==> config.mk <==
export PLATFORM = sky130hd
export DESIGN_NAME = sign_div
export DESIGN_NICKNAME = d
export VERILOG_FILES = /design/src/rtl/sign_div.sv
export SDC_FILE = /design/constraint.sdc
export NUM_CORES = 1
export LEC_CHECK = 0
export ABC_AREA = 1
export BUFFER_PORTS_ARGS = -buffer_cell sky130_fd_sc_hd__buf_2
export CAP_MARGIN = 20
export CORE_MARGIN = 2
export CORE_UTILIZATION = 49
export DETAILED_ROUTE_END_ITERATION = 8
export PLACE_DENSITY_LB_ADDON = 0.25
export SETUP_SLACK_MARGIN = 0.1
export SLEW_MARGIN = 0
export SYNTH_ARGS = -nofsm -noshare
export SYNTH_HDL_FRONTEND = slang
export SYNTH_SLANG_ARGS = --single-unit
==> constraint.sdc <==
create_clock -name clock_in -period 2.23 [get_ports clock_in]
set_input_delay 0.446 -clock clock_in [delete_from_list [all_inputs] [get_ports clock_in]]
set_output_delay 0.446 -clock clock_in [all_outputs]
set_load 0.005 [all_outputs]
==> src/rtl/sign_div.sv <==
// Sequential signed 32x32 divider: radix-2 restoring loop on operand magnitudes,
// one quotient bit per cycle, then a sign fix-up cycle.
module sign_div #(
    parameter int WIDTH = 32
) (
    input  logic               clock_in,
    input  logic               reset,
    input  logic               enable_signal,
    input  logic [2*WIDTH-1:0] input_data,
    output logic [2*WIDTH-1:0] out_data,
    output logic               busy,
    output logic               done,
    output logic               div_by_zero,
    output logic [1:0]         state_dbg
);

    localparam int CW = $clog2(WIDTH);

    // Handshake: enable_signal is sampled on a rising edge only while busy == 0
    // (IDLE); it is ignored during ITER and FIX. done pulses for one cycle with
    // busy == 0, and out_data holds that result until the next FIX edge.
    typedef enum logic [1:0] {
        IDLE = 2'd0,
        ITER = 2'd1,
        FIX  = 2'd2
    } state_t;

    state_t           state;
    logic [WIDTH-1:0] qr;
    logic [WIDTH-1:0] rem;
    logic [WIDTH-1:0] dvs_mag;
    logic [CW-1:0]    count;
    logic             sign_q;
    logic             sign_r;
    logic             dvs_zero;

    logic [WIDTH-1:0] in_dvd;
    logic [WIDTH-1:0] in_dvs;
    logic [WIDTH-1:0] in_dvd_mag;
    logic [WIDTH-1:0] in_dvs_mag;
    logic [WIDTH:0]   shifted;
    logic [WIDTH:0]   trial;
    logic [WIDTH-1:0] q_fix;
    logic [WIDTH-1:0] r_fix;

    assign in_dvd     = input_data[WIDTH-1:0];
    assign in_dvs     = input_data[2*WIDTH-1:WIDTH];
    assign in_dvd_mag = in_dvd[WIDTH-1] ? -in_dvd : in_dvd;
    assign in_dvs_mag = in_dvs[WIDTH-1] ? -in_dvs : in_dvs;

    assign shifted = {rem, qr[WIDTH-1]};
    assign trial   = shifted - {1'b0, dvs_mag};

    // With a zero divisor every trial commits, so the remainder ends as |dividend|
    // and the sign fix-up restores the original dividend; only q needs forcing.
    assign q_fix = dvs_zero ? {WIDTH{1'b1}} : (sign_q ? -qr : qr);
    assign r_fix = sign_r ? -rem : rem;

    assign state_dbg = state;

    always_ff @(posedge clock_in or negedge reset) begin
        if (!reset) begin
            state       <= IDLE;
            qr          <= '0;
            rem         <= '0;
            dvs_mag     <= '0;
            count       <= '0;
            sign_q      <= 1'b0;
            sign_r      <= 1'b0;
            dvs_zero    <= 1'b0;
            out_data    <= '0;
            busy        <= 1'b0;
            done        <= 1'b0;
            div_by_zero <= 1'b0;
        end else begin
            done <= 1'b0;
            case (state)
                IDLE: begin
                    if (enable_signal) begin
                        qr          <= in_dvd_mag;
                        dvs_mag     <= in_dvs_mag;
                        sign_q      <= in_dvd[WIDTH-1] ^ in_dvs[WIDTH-1];
                        sign_r      <= in_dvd[WIDTH-1];
                        dvs_zero    <= (in_dvs == '0);
                        rem         <= '0;
                        count       <= '0;
                        div_by_zero <= 1'b0;
                        busy        <= 1'b1;
                        state       <= ITER;
                    end
                end
                ITER: begin
                    if (!trial[WIDTH]) begin
                        rem <= trial[WIDTH-1:0];
                        qr  <= {qr[WIDTH-2:0], 1'b1};
                    end else begin
                        rem <= shifted[WIDTH-1:0];
                        qr  <= {qr[WIDTH-2:0], 1'b0};
                    end
                    count <= count + 1'b1;
                    if (count == CW'(WIDTH - 1))
                        state <= FIX;
                end
                FIX: begin
                    out_data    <= {r_fix, q_fix};
                    busy        <= 1'b0;
                    done        <= 1'b1;
                    div_by_zero <= dvs_zero;
                    state       <= IDLE;
                end
                default: state <= IDLE;
            endcase
        end
    end

endmodule

==> results.json <==
{
  "run_status": "complete, but fails checks",
  "violations": "setup timing",
  "most-common-layout-cells": "559 x sky130_fd_sc_hd__nand2_1, 268 x sky130_fd_sc_hd__inv_1, 195 x sky130_fd_sc_hd__nor2_1",
  "powerDensity_nw_per_um2": 1690,
  "share_of_the_clock_period_used_by_the_worst_path": 1.04,
  "grt_pass1_vias": 12300,
  "die_area_um2": 27900,
  "gpl.final_weighted_congestion": 0.957,
  "synth-adder-area-share": 0.0381,
  "worst_path_arrival_time_ns": 2.64,
  "globalRouteOverflowTotal": 0,
  "post-route-worst-setup-slack_ns": -0.0808,
  "final.fill_count": 2455,
  "setup-tns-final_ns": -0.806,
  "leakage_power_nw": 8.34,
  "cts_sinks": 173,
  "preCtsSetupSlack_ns": -0.0955,
  "grt_setup_unrepaired": "yes",
  "ant_nets": 0,
  "drcViolationCount": 0,
  "nNetsFinal": 2293,
  "final_common_cell": "sky130_fd_sc_hd__nand2_1",
  "cts-buffers-inserted": 17,
  "critical_path_endpoint_category": "flip-flop",
  "period_minus_slack_ns": 2.31,
  "drt_pass1_iterations": 5,
  "antenna_cells": 0,
  "row_count": 59,
  "synth.lib_cells_used.distinct": 54,
  "clock_skew_ns": 0.0124,
  "vias_per_cell": 5.34,
  "grt_pass1_wl_mm": 65.0,
  "synth-compound-area-share": 0.114,
  "syn_inst": 1964,
  "placement.cell_area_um2": 14600,
  "synth_mux_area_frac": 0,
  "drt_iter0_markers": 1195,
  "holdCritPathClass": "in2reg",
  "syn-num-nets": 2070,
  "tightest_slew_ns": 0.653,
  "synth-main-ff-cell": "sky130_fd_sc_hd__dfrtp_1",
  "yosysWarningCount": 0,
  "hpwlAfterDp_mm": 31.2,
  "start_kind": "flip-flop",
  "worst-setup-path-type": "reg2reg",
  "overall_via_count_from_detail_route": 13500,
  "synthArstFlopShare": 1.00,
  "clock_tree.htree_level_count": 4,
  "power.ir.vdd_worst_mv": 0.834,
  "ctsRootBufferMaster": "sky130_fd_sc_hd__clkbuf_16",
  "drive_above_1_share": 0.198,
  "grt_usage": 0.291,
  "synth_simple_gate_area_share": 0.359,
  "clockBufferDepth": 2,
  "final_cell_area_um2": 16000,
  "synth_enable_flop_cells": 0,
  "die-height_um": 167,
  "tritoncts": "built",
  "clk_pin_slew_ns": 0.08,
  "grt_antenna_before_repair": 0,
  "cp.required_ns": 2.56,
  "critPathMaxFanout": 5,
  "postSynthRegisterBits": 173,
  "max-slew-margin-rel": 0.565,
  "pin_count": 136,
  "finalSetupViolations": 26,
  "insertion_delay_ns": 0.44,
  "area_delta_synth_final_pct": 23.2,
  "grt_start_max_net_pins": 66,
  "avgSynthCellArea_um2": 6.62,
  "max_cap_violations": 0,
  "place.port_buffers": 135,
  "routed_wl_mm": 40.9,
  "initial_utilization": 0.499,
  "finalHoldViolCount": 0,
  "synth_seq_area_share": 0.333,
  "routed_wire_length_per_instance_um": 16.1,
  "syn_area_um2": 13000,
  "max_freq_mhz": 433,
  "die_w_um": 167,
  "synth_top_family_by_area": "simple AND/OR/NAND/NOR gates",
  "synth_xor_xnor_area_share": 0.0539,
  "coreArea_um2": 26100,
  "timing_max_transition_violations_final": 0
}
-- cells by family (layout without fill, tap and decap cells) --
| logic type | count (synthesis) | after routing |
|---|---|---|
| XOR/XNOR | 80 | 80 |
| adder cells (fa/ha/maj) | 39 | 39 |
| flip-flops | 173 | 173 |
| buffers and inverters | 339 | 571 |
| AO/OA/AOI/OAI | 254 | 254 |
| AND/OR/NAND/NOR | 1079 | 1082 |
-- registers in the layout, summed over array words and instances (netlist names) --
name and cells:
busy 1, done 1, sign_r 1, qr 32, dvs_zero 1, rem 32
dvs_mag 32, state_dbg 2, count 5, div_by_zero 1, out_data 64, sign_q 1
-- metal layers --
layer  up-vias  GRT usage  routed length [um]
met3        68     0.0456                3470
met5         -          0                   0
met2       510      0.413               16600
met4         0     0.0727                 830
met1      6188      0.458               20000
li1       6753          -                   -
-- what timing repair did --
action / 4_1_cts / 5_1_grt
hold buffers: 1 / 0
hold endpoints to repair: 25 / 0
setup endpoints to repair: 35 / 54
setup buffers: 20 / 7
pin swaps: 5 / 14
gates cloned: 4 / 2
resized for setup: 48 / 52
-- area by class of cell --
type / instances / area [um^2] / share of cell area
clock buffer: 18 / 439 / 0.0274
clock inverter: 13 / 111 / 0.00695
inverter: 279 / 1050 / 0.0654
multi-input combinational: 1455 / 7890 / 0.492
sequential: 173 / 4330 / 0.270
tap: 335 / 419 / 0.0262
timing repair buffer: 261 / 1790 / 0.112
-- where the power goes --
part,internal (mW),switching [mW]
clock network,1.48,1.42
registers,4.33,1.26
logic,7.43,11.2
-- worst paths after layout --
kind                                     startpoint                  endpoint  slack [ns]  cells after the start
setup / recovery                 qr[31]$_DFFE_PN0P_       rem[20]$_DFFE_PN0P_       -0.08                     18
hold / removal                       input_data[56]   dvs_mag[24]$_DFFE_PN0P_        0.31                      3
setup reg to reg                 qr[31]$_DFFE_PN0P_       rem[20]$_DFFE_PN0P_       -0.08                     18
hold reg to reg            out_data[62]$_DFFE_PN0P_  out_data[62]$_DFFE_PN0P_        0.48                      2
max in group asynchronous                     reset        rem[2]$_DFFE_PN0P_        1.09                      3
min in group asynchronous                     reset    dvs_mag[3]$_DFFE_PN0P_        0.46                      2
-- worst max-delay path, cell delays in order, from the launching register on --
cell and delay, ns:
sky130_fd_sc_hd__dfrtp_1 0.39, sky130_fd_sc_hd__inv_2 0.07, sky130_fd_sc_hd__ha_4 0.16, sky130_fd_sc_hd__fa_2 0.34, sky130_fd_sc_hd__inv_2 0.07, sky130_fd_sc_hd__nand2_2 0.06
sky130_fd_sc_hd__nand2_2 0.08, sky130_fd_sc_hd__nand3_2 0.07, sky130_fd_sc_hd__nand2_2 0.08, sky130_fd_sc_hd__nand2_2 0.07, sky130_fd_sc_hd__nand2_4 0.09, sky130_fd_sc_hd__nand2_8 0.08
sky130_fd_sc_hd__nand2_8 0.10, sky130_fd_sc_hd__nand2_8 0.09, sky130_fd_sc_hd__buf_12 0.16, sky130_fd_sc_hd__nand2_8 0.09, sky130_fd_sc_hd__nand2_2 0.06, sky130_fd_sc_hd__nand3_2 0.06
sky130_fd_sc_hd__nand2_1 0.06
-- synth_stat cells, types with 19 or more instances --
cell type | number | area, um^2
sky130_fd_sc_hd__dfrtp_1 | 173 | 4330
sky130_fd_sc_hd__nor3_1 | 19 | 95.1
sky130_fd_sc_hd__nand2_1 | 574 | 2150
sky130_fd_sc_hd__a21oi_1 | 44 | 220
sky130_fd_sc_hd__nand2_2 | 20 | 125
sky130_fd_sc_hd__nor2_1 | 202 | 758
sky130_fd_sc_hd__nand3_1 | 178 | 891
sky130_fd_sc_hd__xor2_1 | 62 | 543
sky130_fd_sc_hd__ha_1 | 38 | 475
sky130_fd_sc_hd__inv_1 | 275 | 1030
sky130_fd_sc_hd__clkbuf_1 | 40 | 150
sky130_fd_sc_hd__o21ai_0 | 114 | 571
sky130_fd_sc_hd__a22oi_1 | 24 | 180
-- metrics by stage --
step	cells	utilization	hold WS (ns)	total power, mW
6_report	2534	0.615	0.309	27.2
5_1_grt	2534	0.615	0.329	29.3
4_1_cts	2528	0.603	0.300	25.7
3_5_place_dp	2472	0.561	0.358	21.4
3_3_place_gp	2472	0.561	0.355	21.2
2_1_floorplan	1964	-	0.150	16.1
No activity file was read; power rests on OpenSTA's default activity.
